`config.mk`:
```
export PLATFORM = sky130hd
export DESIGN_NAME = unary_gen_array
export DESIGN_NICKNAME = d
export VERILOG_FILES = /design/src/rtl/unary_gen_pkg.sv /design/src/rtl/unary_cmp_lane.sv /design/src/rtl/unary_gen_array.sv
export SDC_FILE = /design/constraint.sdc
export NUM_CORES = 1
export LEC_CHECK = 0
export BUFFER_PORTS_ARGS = -buffer_cell sky130_fd_sc_hd__buf_2
export CAP_MARGIN = 20
export CORE_MARGIN = 2
export CORE_UTILIZATION = 60
export CTS_CLUSTER_SIZE = 25
export DETAILED_ROUTE_END_ITERATION = 7
export PLACE_DENSITY = 0.86
export SYNTH_ARGS = -nofsm -noshare
export SYNTH_HDL_FRONTEND = slang
export SYNTH_SLANG_ARGS = --single-unit
export TNS_END_PERCENT = 30
```
`constraint.sdc`:
```
create_clock -name clk -period 4.2 [get_ports clk]
set_input_delay 0.21 -clock clk [delete_from_list [all_inputs] [get_ports clk]]
set_output_delay 0.21 -clock clk [all_outputs]
set_load 0.02 [all_outputs]
```
`src/rtl/unary_gen_pkg.sv`:
```
// Shared types and constants for the binary-to-unary stream generator.
// Latency: n/a (declarations only).
// Backpressure: n/a (declarations only).
package unary_gen_pkg;

  // Generator control state: waiting for an operand vector, or streaming one.
  typedef enum logic {
    IDLE = 1'b0,
    RUN  = 1'b1
  } state_t;

  // Default operand/RNG width and the matching stream length in beats.
  localparam int RWID_DEFAULT = 8;
  localparam int STREAM_LEN   = 1 << RWID_DEFAULT;

  // Stream length for an arbitrary operand width: one beat per RNG state.
  function automatic int stream_len(input int rwid);
    return 1 << rwid;
  endfunction

endpackage

```
`src/rtl/unary_cmp_lane.sv`:
```
// One lane of the unary generator: registered unsigned compare of operand vs RNG.
// Latency: result visible one clock after the enabled edge.
// Backpressure: output flop holds its value whenever en is low.
module unary_cmp_lane #(
  parameter int RWID = 8
) (
  input  logic            clk,
  input  logic            rst_n,
  input  logic            en,
  input  logic [RWID-1:0] op,
  input  logic [RWID-1:0] rng,
  output logic            bit_q
);

  // Emit a one whenever the operand exceeds this beat's random value.
  always_ff @(posedge clk or negedge rst_n) begin
    if (!rst_n) begin
      bit_q <= 1'b0;
    end else if (en) begin
      bit_q <= (op > rng);
    end
  end

endmodule

```
`src/rtl/unary_gen_array.sv`:
```
// Converts a latched vector of binary operands into 2^RWID-beat stochastic bitstreams.
// Latency: load at edge t, promote at t+1, first oValid after t+2; back-to-back streams gapless.
// Backpressure: oValid && !oReady holds oBit/oLast/cnt/acData and freezes the RNG (rngEn=0).
module unary_gen_array
  import unary_gen_pkg::*;
#(
  parameter int RWID = RWID_DEFAULT,
  parameter int BDIM = 2,
  parameter int SDIM = 8
) (
  input  logic                             clk,
  input  logic                             rst_n,
  input  logic                             iValid,
  output logic                             iReady,
  input  logic [BDIM*SDIM-1:0][RWID-1:0]   iData,
  input  logic [BDIM*SDIM-1:0][RWID-1:0]   rngSeq,
  output logic                             rngEn,
  output logic [BDIM*SDIM-1:0]             oBit,
  output logic                             oValid,
  input  logic                             oReady,
  output logic                             oLast
);

  localparam int N = BDIM * SDIM;
  localparam logic [RWID-1:0] LAST_BEAT = RWID'(stream_len(RWID) - 1);

  state_t                   state;
  logic                     sh_full;
  logic [N-1:0][RWID-1:0]   sh_data;
  logic [N-1:0][RWID-1:0]   ac_data;
  logic [RWID-1:0]          cnt;
  logic                     adv;
  logic                     last_beat;

  // The shadow slot is the only input buffer; it is free whenever it is empty.
  assign iReady    = !sh_full;

  // A beat is produced whenever streaming and the output slot is empty or draining.
  assign adv       = (state == RUN) && (!oValid || oReady);
  assign last_beat = (cnt == LAST_BEAT);

  // The RNG steps on the same edge that samples it, so each beat sees a fresh value
  // and a stalled output freezes the RNG sequence.
  assign rngEn     = adv;

  // Control: shadow load, promotion to active, beat counter and output handshake.
  always_ff @(posedge clk or negedge rst_n) begin
    if (!rst_n) begin
      state   <= IDLE;
      sh_full <= 1'b0;
      sh_data <= '0;
      ac_data <= '0;
      cnt     <= '0;
      oValid  <= 1'b0;
      oLast   <= 1'b0;
    end else begin
      // Load and promote never coincide: loading needs the shadow empty,
      // promoting needs it full.
      if (iValid && iReady) begin
        sh_data <= iData;
        sh_full <= 1'b1;
      end

      case (state)
        IDLE: begin
          if (sh_full) begin
            ac_data <= sh_data;
            sh_full <= 1'b0;
            cnt     <= '0;
            state   <= RUN;
          end
        end
        RUN: begin
          if (adv && last_beat) begin
            if (sh_full) begin
              // Counter wraps to zero on this advance, so the next stream
              // starts at beat 0 without a bubble.
              ac_data <= sh_data;
              sh_full <= 1'b0;
            end else begin
              state   <= IDLE;
            end
          end
        end
        default: state <= IDLE;
      endcase

      if (adv) begin
        oValid <= 1'b1;
        oLast  <= last_beat;
        cnt    <= cnt + RWID'(1);
      end else if (oReady && oValid) begin
        oValid <= 1'b0;
        oLast  <= 1'b0;
      end
    end
  end

  // One registered comparator per lane, all stepped by the shared advance.
  for (genvar i = 0; i < N; i++) begin : g_lane
    unary_cmp_lane #(
      .RWID (RWID)
    ) u_lane (
      .clk   (clk),
      .rst_n (rst_n),
      .en    (adv),
      .op    (ac_data[i]),
      .rng   (rngSeq[i]),
      .bit_q (oBit[i])
    );
  end

endmodule

```
# Yosys cells after proc, flatten, opt, wreduce, memory -nomap -nowiden
# Index checks and enable logic that the tools add are counted.
# classes
n_addsub	1
magnitude_cmp	16
eq_ne	3
muxes	16
n_bitwise	1
reduce_logical	10
# op_table
op	count
128-bit 2-to-1 mux	2
128-bit one-hot mux with 2 select lines	1
8-bit greater-than comparator	16
8-bit 2-to-1 mux	3
8-bit by 1-bit adder with 8-bit output, second input constant	1
8-bit == test, second input constant	1
1-bit 2-to-1 mux	8
1-bit logical AND	4
2-bit by 1-bit inequality test with 1-bit output, second input constant	2
1-bit one-hot mux with 2 select lines	2
2-bit nonzero test	2
1-bit zero test	2
2-bit AND reduction	1
1-bit logical OR	1
1-bit NOT	1
# totals
ff_bits	284
inputBits	260
out_inout_bits	20
elab_cells	100

# Depth between registers and ports, before layout
# Gate-level depths: netlist of run 1.
# logic_depth
depth_word	6
depth_mapped	7
depth_no_buf	6

# By module
# From an unflattened synthesis of run 1, not the netlist that was laid out.
# hier_totals
hier_cells	1537
area_unflattened_um2	15730.1
# modules_own_cells
mod	instances	cells_each	area_per_inst_um2	seq_area_each_um2
unary_gen_array	1	1057	11886.4	6706.4
unary_cmp_lane	16	30	240.2	25.0

# Worst setup path after synthesis of run 1
# Ideal clock, no wire load.
# synth_path
path_type	reg-to-reg
start	register oValid
end	register ac_data[0] in the netlist's numbering
setup_time_ps	125
arrival_ps	1793
required_ps	4075
slack_ps	2282
path_stages_with_launch	7
path_buffers	2
period_less_slack_ps	1918
path_cell_list	dfrtp_1 -> and2b_4 -> o41ai_4 -> nand2_2 -> buf_6 -> buf_12 -> mux2_4
# synth_between
elab_chain_len	5
# synth_rtl
item	line	source
from (decl)	unary_gen_array.sv:19	output logic oValid,
from (signal assigned)	unary_gen_array.sv:54	oValid <= 1'b0;
from (signal assigned)	unary_gen_array.sv:89	oValid <= 1'b1;
from (signal assigned)	unary_gen_array.sv:93	oValid <= 1'b0;
1-bit zero test	unary_gen_array.sv:39	assign adv = (state == RUN) && (!oValid || oReady);
1-bit logical OR	unary_gen_array.sv:39	
1-bit logical AND	unary_gen_array.sv:39	
1-bit logical AND	unary_gen_array.sv:74	if (adv && last_beat) begin
2-bit by 1-bit inequality test with 1-bit output (no source line)	-	
to (signal assigned)	unary_gen_array.sv:67	ac_data <= sh_data;
to (signal assigned)	unary_gen_array.sv:78	ac_data <= sh_data;
to (decl)	unary_gen_array.sv:30	logic [N-1:0][RWID-1:0] ac_data;
# No other way between the ends.
# A chain may end at the register's enable or synchronous reset.

# Final worst setup path of run 1
# layout_path
start	register cnt[0]
end	register ac_data[47] in the netlist's numbering
# layout_between
elab_chain_len	3
# layout_rtl
item	line	source
from (decl)	unary_gen_array.sv:31	logic [RWID-1:0] cnt;
from (signal assigned)	unary_gen_array.sv:91	cnt <= cnt + RWID'(1);
8-bit == test	unary_gen_array.sv:40	assign last_beat = (cnt == LAST_BEAT);
1-bit logical AND	unary_gen_array.sv:74	
2-bit by 1-bit inequality test with 1-bit output (no source line)	-	
# No other way between the ends.

==> flow_metrics.tcl, run 1 <==
set metrics [dict create \
    syn_nets 1473 \
    grt_overflow 0 \
    max-slew-margin-rel_pct 32.7 \
    cp-start-kind "flop" \
    critPathRequiredTime_ns 4.63 \
    die-height_um 160 \
    drc_errors 0 \
    syn_inst 1084 \
    highest_layer "met4" \
    drv_cap 0 \
    wire_per_inst_um 19.4 \
    p_sw_mw 1.85 \
    ir_worst_vdd_v 0.000311 \
    antenna_found_initial 5 \
    start_util_pct 61.6 \
    met3WireLength_um 1770 \
    grt_pass1_wl_um 57700 \
    seq_power_share_pct 48.2 \
    drive_gt1_share_pct 39.6 \
    clock_sinks 284 \
    postCtsResizedCells 0 \
    port_buffers 279 \
    cts_buffers 30 \
    p_int_mw 5.63 \
    grt_pass1_vias 11500 \
    pre_cts_ws_ns 1.48 \
    wl_um 35500 \
    pwr-share-comb_pct 14.8 \
    dpl_cell_area_sq_mm 0.0160 \
    hold_viol_final 0 \
    post-route-period-util_pct 65.1 \
    cts_tree "built" \
    met1_length_um 13400 \
    status "finished clean" \
    finalPower_mw 7.48 \
    htreeDepth 1 \
    postCtsSetupBuffers 0 \
    synth.distinct_cells 36 \
    dieArea_sq_mm 0.0255 \
    yosysWarnings 0 \
    synth.cell_area_sq_mm 0.0145 \
    cp.arrival_ns 3.16 \
    rsz0062_at_grt "false" \
    avgSynthCellArea_sq_um 13.4 \
    fin_skew_ns 0.0136 \
    routed-via-count 10100 \
    clock_power_share_pct 37.1 \
    setup_viol 0 \
    final_cells 1831 \
    vias_per_cell 5.52 \
    drt_first_pass_iters 4 \
    fin_area_sq_mm 0.0184 \
    ant_nets 0 \
    clk_latency_ns 0.55 \
    yosysSeqAreaShare_pct 48.9 \
    hold_class "in -> reg" \
    slew_viol_final 0 \
    ctsRootBufferMaster "clkbuf_16" \
    core_region_area_sq_mm 0.0236 \
    path_max_fanout 50 \
    die_w_um 160 \
    clock.fmax_mhz 366 \
    synth-seq-cells 284 \
    setup_slack_ns 1.46 \
    track_usage_pct 28.2 \
    fin_crit_ns 2.74 \
    synthFlopType "dfrtp_1" \
    grt_max_degree 113 \
    power.density_mw_per_mm2 407 \
    drtIter0Drc 501 \
    num_rows 56 \
    fin_tns_setup_ns 0 \
    layout.nets 1873 \
    end_kind "flop" \
    cts_buffer_depth 3 \
    wl_met2_um 18500 \
    place.gp.congestion 0.846 \
    switching_share_pct 24.8 \
    worstMarginPinSlew_ns 1.01 \
    dp.cells 1641 \
    hpwl_um 22000 \
    area_growth_pct 26.2 \
    io_pins 280 \
    synthArstFlopShare_pct 100 \
    crit_type "reg -> reg" \
    synth_edf_count 0 \
    leakage_nw 9.87 \
    cts.clk_slew.worst_paths_ns 0.06 \
]
==> logic make-up (layout without fill, tap and decap cells) <==
kind of cell    after synthesis  in the layout  synth area share (%)
mux                         259            259                  23.1
xor+xnor                      2              2                 0.121
simple gates                111            111                  4.32
buf+inv                     194            616                  6.84
other cells                   0              6                     0
compound gates              105            105                  5.60
fa+ha+maj                   129            129                  11.1
flops                       284            284                  48.9
==> what timing repair did <==
item                                    CTS  global route
hold endpoints to repair                238             0
endpoints found under the setup margin    0             0
hold buffers                            130             0
==> synth_stat cells (2+ instances only) <==
library cell | number | area (sq um)
nand3_1 | 5 | 25.0
nor2b_1 | 17 | 106
nand4_1 | 48 | 300
nor4b_1 | 2 | 17.5
a311oi_1 | 16 | 140
clkbuf_1 | 5 | 18.8
buf_12 | 10 | 200
buf_4 | 16 | 120
ha_1 | 129 | 1610
a21oi_1 | 16 | 80.1
a22o_1 | 16 | 140
mux2_4 | 120 | 1800
mux2_2 | 136 | 1530
buf_6 | 4 | 45.0
buf_1 | 2 | 7.51
o211ai_1 | 32 | 240
nor2_1 | 20 | 75.1
o21ai_0 | 5 | 25.0
nand2_1 | 11 | 41.3
mux2i_1 | 3 | 30.0
nand2b_1 | 3 | 18.8
inv_1 | 146 | 548
buf_2 | 11 | 55.1
dfrtp_1 | 284 | 7110
a211o_1 | 16 | 140
==> routing by layer <==
layer,vias to the layer above,global-route usage (%)
met4,0,14.8
met1,4978,31.8
met5,-,0
met2,354,50.9
li1,4633,-
met3,133,4.94
==> flip-flops by register name, summed over array words and instances, names as in the netlist <==
register / flops
sh_full: 1
sh_data: 128
state: 1
oLast: 1
ac_data: 128
g_lane.u_lane.bit_q: 16
oValid: 1
cnt: 8
==> layout by cell type, fill, tap and decap left out, types with 10 or more instances in the layout <==
| cell type | synthesis | routed |
|---|---|---|
| a211o_1 | 16 | 16 |
| a21oi_1 | 16 | 16 |
| a22o_1 | 16 | 16 |
| a311oi_1 | 16 | 16 |
| buf_2 | 11 | 278 |
| clkbuf_16 | 0 | 31 |
| dfrtp_1 | 284 | 284 |
| dlygate4sd3_1 | 0 | 130 |
| ha_1 | 129 | 129 |
| inv_1 | 146 | 146 |
| mux2_2 | 136 | 136 |
| mux2_4 | 120 | 120 |
| nand2_1 | 11 | 10 |
| nand4_1 | 48 | 48 |
| nor2_1 | 20 | 20 |
| nor2b_1 | 17 | 16 |
| o211ai_1 | 32 | 32 |
==> layout make-up <==
| cell class | instances | area (sq um) |
|---|---|---|
| antenna | 6 | 15.0 |
| clock buffer | 41 | 863 |
| clock inverter | 13 | 174 |
| fill | 1324 | 5260 |
| inverter | 146 | 548 |
| multi-input combinational | 606 | 6460 |
| sequential | 284 | 7110 |
| tap | 319 | 399 |
| timing repair buffer | 416 | 2790 |
==> power by group through the flow <==
stage / Sequential (mW) / Combinational (mW) / Clock, mW
after floorplan: 3.51 / 0.690 / 0
after global placement: 3.57 / 0.925 / 0
after detailed placement: 3.63 / 0.985 / 0
after CTS: 3.59 / 1.09 / 2.80
after global routing: 3.66 / 1.22 / 2.93
final: 3.60 / 1.11 / 2.77
==> critical path, stage by stage, from the launching register on <==
cell and delay (ns):
dfrtp_1 0.38, ha_1 0.20, nand3_2 0.13, o41ai_4 0.50, nand2_8 0.40, buf_4 0.52, mux2_4 0.41
==> stage by stage <==
| step | hold WS (ns) | utilization, % |
|---|---|---|
| floorplan | -0.0856 | - |
| global placement | 0.334 | 67.8 |
| detailed placement | 0.337 | 67.8 |
| CTS | 0.183 | 77.7 |
| global route | 0.222 | 77.7 |
| finish | 0.191 | 77.7 |
==> final timing paths <==
path                            cells past startpoint   startpoint                      end  slack (ns)
max in group asynchronous                           3        rst_n              ac_data[88]        2.77
worst min register to register                      1  sh_data[10]              ac_data[10]        0.49
min in group asynchronous                           2        rst_n              sh_data[12]        0.32
worst min-delay path                                6   rngSeq[83]  g_lane[10].u_lane.bit_q        0.19
worst max register to register                      6       cnt[0]              ac_data[47]        1.46
worst max-delay path                                6       cnt[0]              ac_data[47]        1.46
(Power assumes the default switching activity.)
==> inputs of run 2 (changes only) <==
--- a/config.mk
+++ b/config.mk
@@ -5,13 +5,14 @@
 export SDC_FILE = /design/constraint.sdc
 export NUM_CORES = 1
 export LEC_CHECK = 0
+export ABC_AREA = 1
 export BUFFER_PORTS_ARGS = -buffer_cell sky130_fd_sc_hd__buf_2
 export CAP_MARGIN = 20
 export CORE_MARGIN = 2
-export CORE_UTILIZATION = 60
+export CORE_UTILIZATION = 56
 export CTS_CLUSTER_SIZE = 25
 export DETAILED_ROUTE_END_ITERATION = 7
-export PLACE_DENSITY = 0.86
+export PLACE_DENSITY = 0.81
 export SYNTH_ARGS = -nofsm -noshare
 export SYNTH_HDL_FRONTEND = slang
 export SYNTH_SLANG_ARGS = --single-unit
==> constraint.sdc (replaced) <==
create_clock -name clk -period 2.6 [get_ports clk]
set_input_delay 0.13 -clock clk [delete_from_list [all_inputs] [get_ports clk]]
set_output_delay 0.13 -clock clk [all_outputs]
set_load 0.02 [all_outputs]
==> run 2 against run 1 <==
First-iteration DRC count rose by 40%. Combinational power rose by 49%. Register-to-register slack got worse by 0.88 ns. Sequential power rose by 57%. Worst setup slack got worse by 0.88 ns. Core utilization fell by 5.7 points. Non-clock buffer count rose by 12. Final cell count rose by 27%. Worst hold slack got worse by 0.077 ns. Final area rose by 1.1%. Fmax rose by 35%. Critical path type unchanged. Critical endpoint is now ac_data[25].
==> flow_metrics.tcl, run 2 <==
set metrics [dict create \
    worstHoldStart "rngSeq[8]" \
    reg.largest.list "ac_data x128, sh_data x128, g_lane.u_lane.bit_q x16" \
    ctsRootBufferMaster "clkbuf_16" \
    cts_buffers 30 \
    routed-via-count 12100 \
    core_region_area_sq_mm 0.0258 \
    vias_per_cell 5.22 \
    io_pins 280 \
    clock_sinks 284 \
    seq_area_sq_mm 0.00711 \
    end_kind "flop" \
    crit_type "reg -> reg" \
    grt_pass1_wl_um 60400 \
    wl_um 37500 \
    track_usage_pct 27.8 \
    rsz0062_at_grt "false" \
    fin_crit_ns 2.02 \
    grt_max_degree 131 \
    yosysWarnings 0 \
    clock.fmax_mhz 495 \
    synthFlopType "dfrtp_1" \
    wire_per_inst_um 16.2 \
    dieArea_sq_mm 0.0273 \
    final_cell_mix "486 x nand2_1, 283 x dfrtp_1, 278 x buf_2" \
    synthTopCellsByArea "dfrtp_1 49%, nand2_1 13%, ha_1 11%" \
    port_buffers 279 \
    hold_class "in -> reg" \
    htreeDepth 1 \
    reg2reg_setup_slack_ns 0.58 \
    synth-seq-cells 284 \
    path_max_fanout 130 \
    area_growth_pct 27.4 \
    drt_first_pass_iters 5 \
    postCtsResizedCells 0 \
    synth_edf_count 0 \
    synth_top_area_cell "dfrtp_1" \
    synth.distinct_cells 20 \
    syn_nets 1963 \
    mostFrequentLayoutCell "nand2_1" \
    synthArstFlopShare_pct 100 \
    synth_common_cells "489 x nand2_1, 284 x dfrtp_1, 199 x inv_1" \
    ant_nets 0 \
    synth_top_area_share_pct 48.8 \
    startpoint "cnt[0]" \
    worstMarginPinSlew_ns 0.816 \
    status "finished clean" \
    post-route-period-util_pct 77.6 \
    yosysMostFrequentCell "nand2_1" \
    ir_worst_vdd_v 0.000531 \
    avgSynthCellArea_sq_um 9.25 \
    num_rows 59 \
    cp-start-kind "flop" \
    fillers 1788 \
    hpwl_um 23000 \
    slew_viol_final 0 \
    drc_errors 0 \
    drv_cap 0 \
    syn_inst 1574 \
    drive_gt1_share_pct 24.5 \
    setup_viol 0 \
    cts.clk_slew.worst_paths_ns 0.06 \
    die_w_um 165 \
    die-height_um 165 \
    cts_buffer_depth 3 \
    multi_input_area_sq_mm 0.00631 \
    fin_tns_setup_ns 0 \
    drtIter0Drc 702 \
    fin_skew_ns 0.0121 \
    grt_overflow 0 \
    yosysSeqAreaShare_pct 48.8 \
    cp.arrival_ns 2.50 \
    hold_viol_final 0 \
    synth.cell_area_sq_mm 0.0146 \
    power.density_mw_per_mm2 635 \
    cts_tree "built" \
    antenna_found_initial 2 \
    grt_pass1_vias 12800 \
    max-slew-margin-rel_pct 45.4 \
    start_util_pct 56.5 \
    layout.nets 2348 \
    holdWs_ns 0.114 \
    fin_util_pct 72.0 \
    clk_latency_ns 0.55 \
    place.gp.congestion 0.816 \
    leakage_nw 10.9 \
    critPathRequiredTime_ns 3.08 \
    r2r_start "cnt[0]" \
]
-- run 2: cell types whose count changed in the layout (fill, tap and decap cells not counted), moves of 22 or more --
cell      before  now
nand3_1        5  132
o211ai_1      32    0
nor2_1        20   42
mux2_4       120    0
a21o_1         1   32
a21oi_1       16   50
nand4_1       48    1
inv_1        146  199
nand2_1       10  486
-- run 2: timing repair --
action,4_1_cts,5_1_grt
buffers inserted,0,0
hold buffers,130,0
hold endpoints to repair,201,0
-- run 2: worst paths after layout --
| path | cells after the start | end |
|---|---|---|
| setup / recovery | 8 | ac_data[25] |
| hold reg to reg | 2 | ac_data[48] |
| hold / removal | 7 | g_lane[1].u_lane.bit_q |
| setup reg to reg | 8 | ac_data[25] |
| min in group asynchronous | 2 | g_lane[3].u_lane.bit_q |
| max in group asynchronous | 3 | ac_data[97] |
-- run 2: cell type report --
type                    count  area share (%)
flip-flops and latches    284            38.3
clock buffers              40            4.69
multi-input cells        1016            34.0
well taps                 335            2.26
clock inverters            15           0.924
diodes                      2          0.0270
inverters                 199            4.03
repair buffers            428            15.7
-- run 2: logic make-up after synthesis --
family	after synthesis	share of synthesized area [%]
simple gates	667	18.4
flops	284	48.8
buf+inv	274	8.00
fa+ha+maj	129	11.1
mux	128	9.90
compound gates	92	3.81
-- run 2: metrics by stage --
stage / worst slack (ns) / total power, mW / instances / area [sq um]
global route: 0.454 / 12.3 / 2319 / 18600
floorplan: 0.983 / 6.51 / 1574 / 14600
finish: 0.581 / 11.8 / 2319 / 18600
CTS: 0.628 / 11.7 / 2317 / 18500
global placement: 0.698 / 7.00 / 2132 / 16200
detailed placement: 0.661 / 7.14 / 2132 / 16200
-- run 2: layer usage --
layer	up-vias	track usage (%)	wire [um]
met2	407	50.1	19000
met4	0	13.8	1860
met1	5780	32.5	14800
li1	5775	-	-
met5	-	0	0
met3	137	3.97	1870
-- run 2: power by group --
part / total [mW] / internal, mW / switching [mW]
clock network: 4.47 / 2.65 / 1.83
registers: 5.65 / 5.19 / 0.463
logic: 1.65 / 0.947 / 0.701
total: 11.8 / 8.78 / 2.99
-- run 2: worst max-delay path, stage by stage, from the launching register on --
cell and delay (ns):
dfrtp_1 0.39, ha_1 0.19, nand2_1 0.09, nor2_1 0.16
nand3_2 0.13, nand2_4 0.11, buf_12 0.46, nand3_1 0.19
nand2_1 0.14
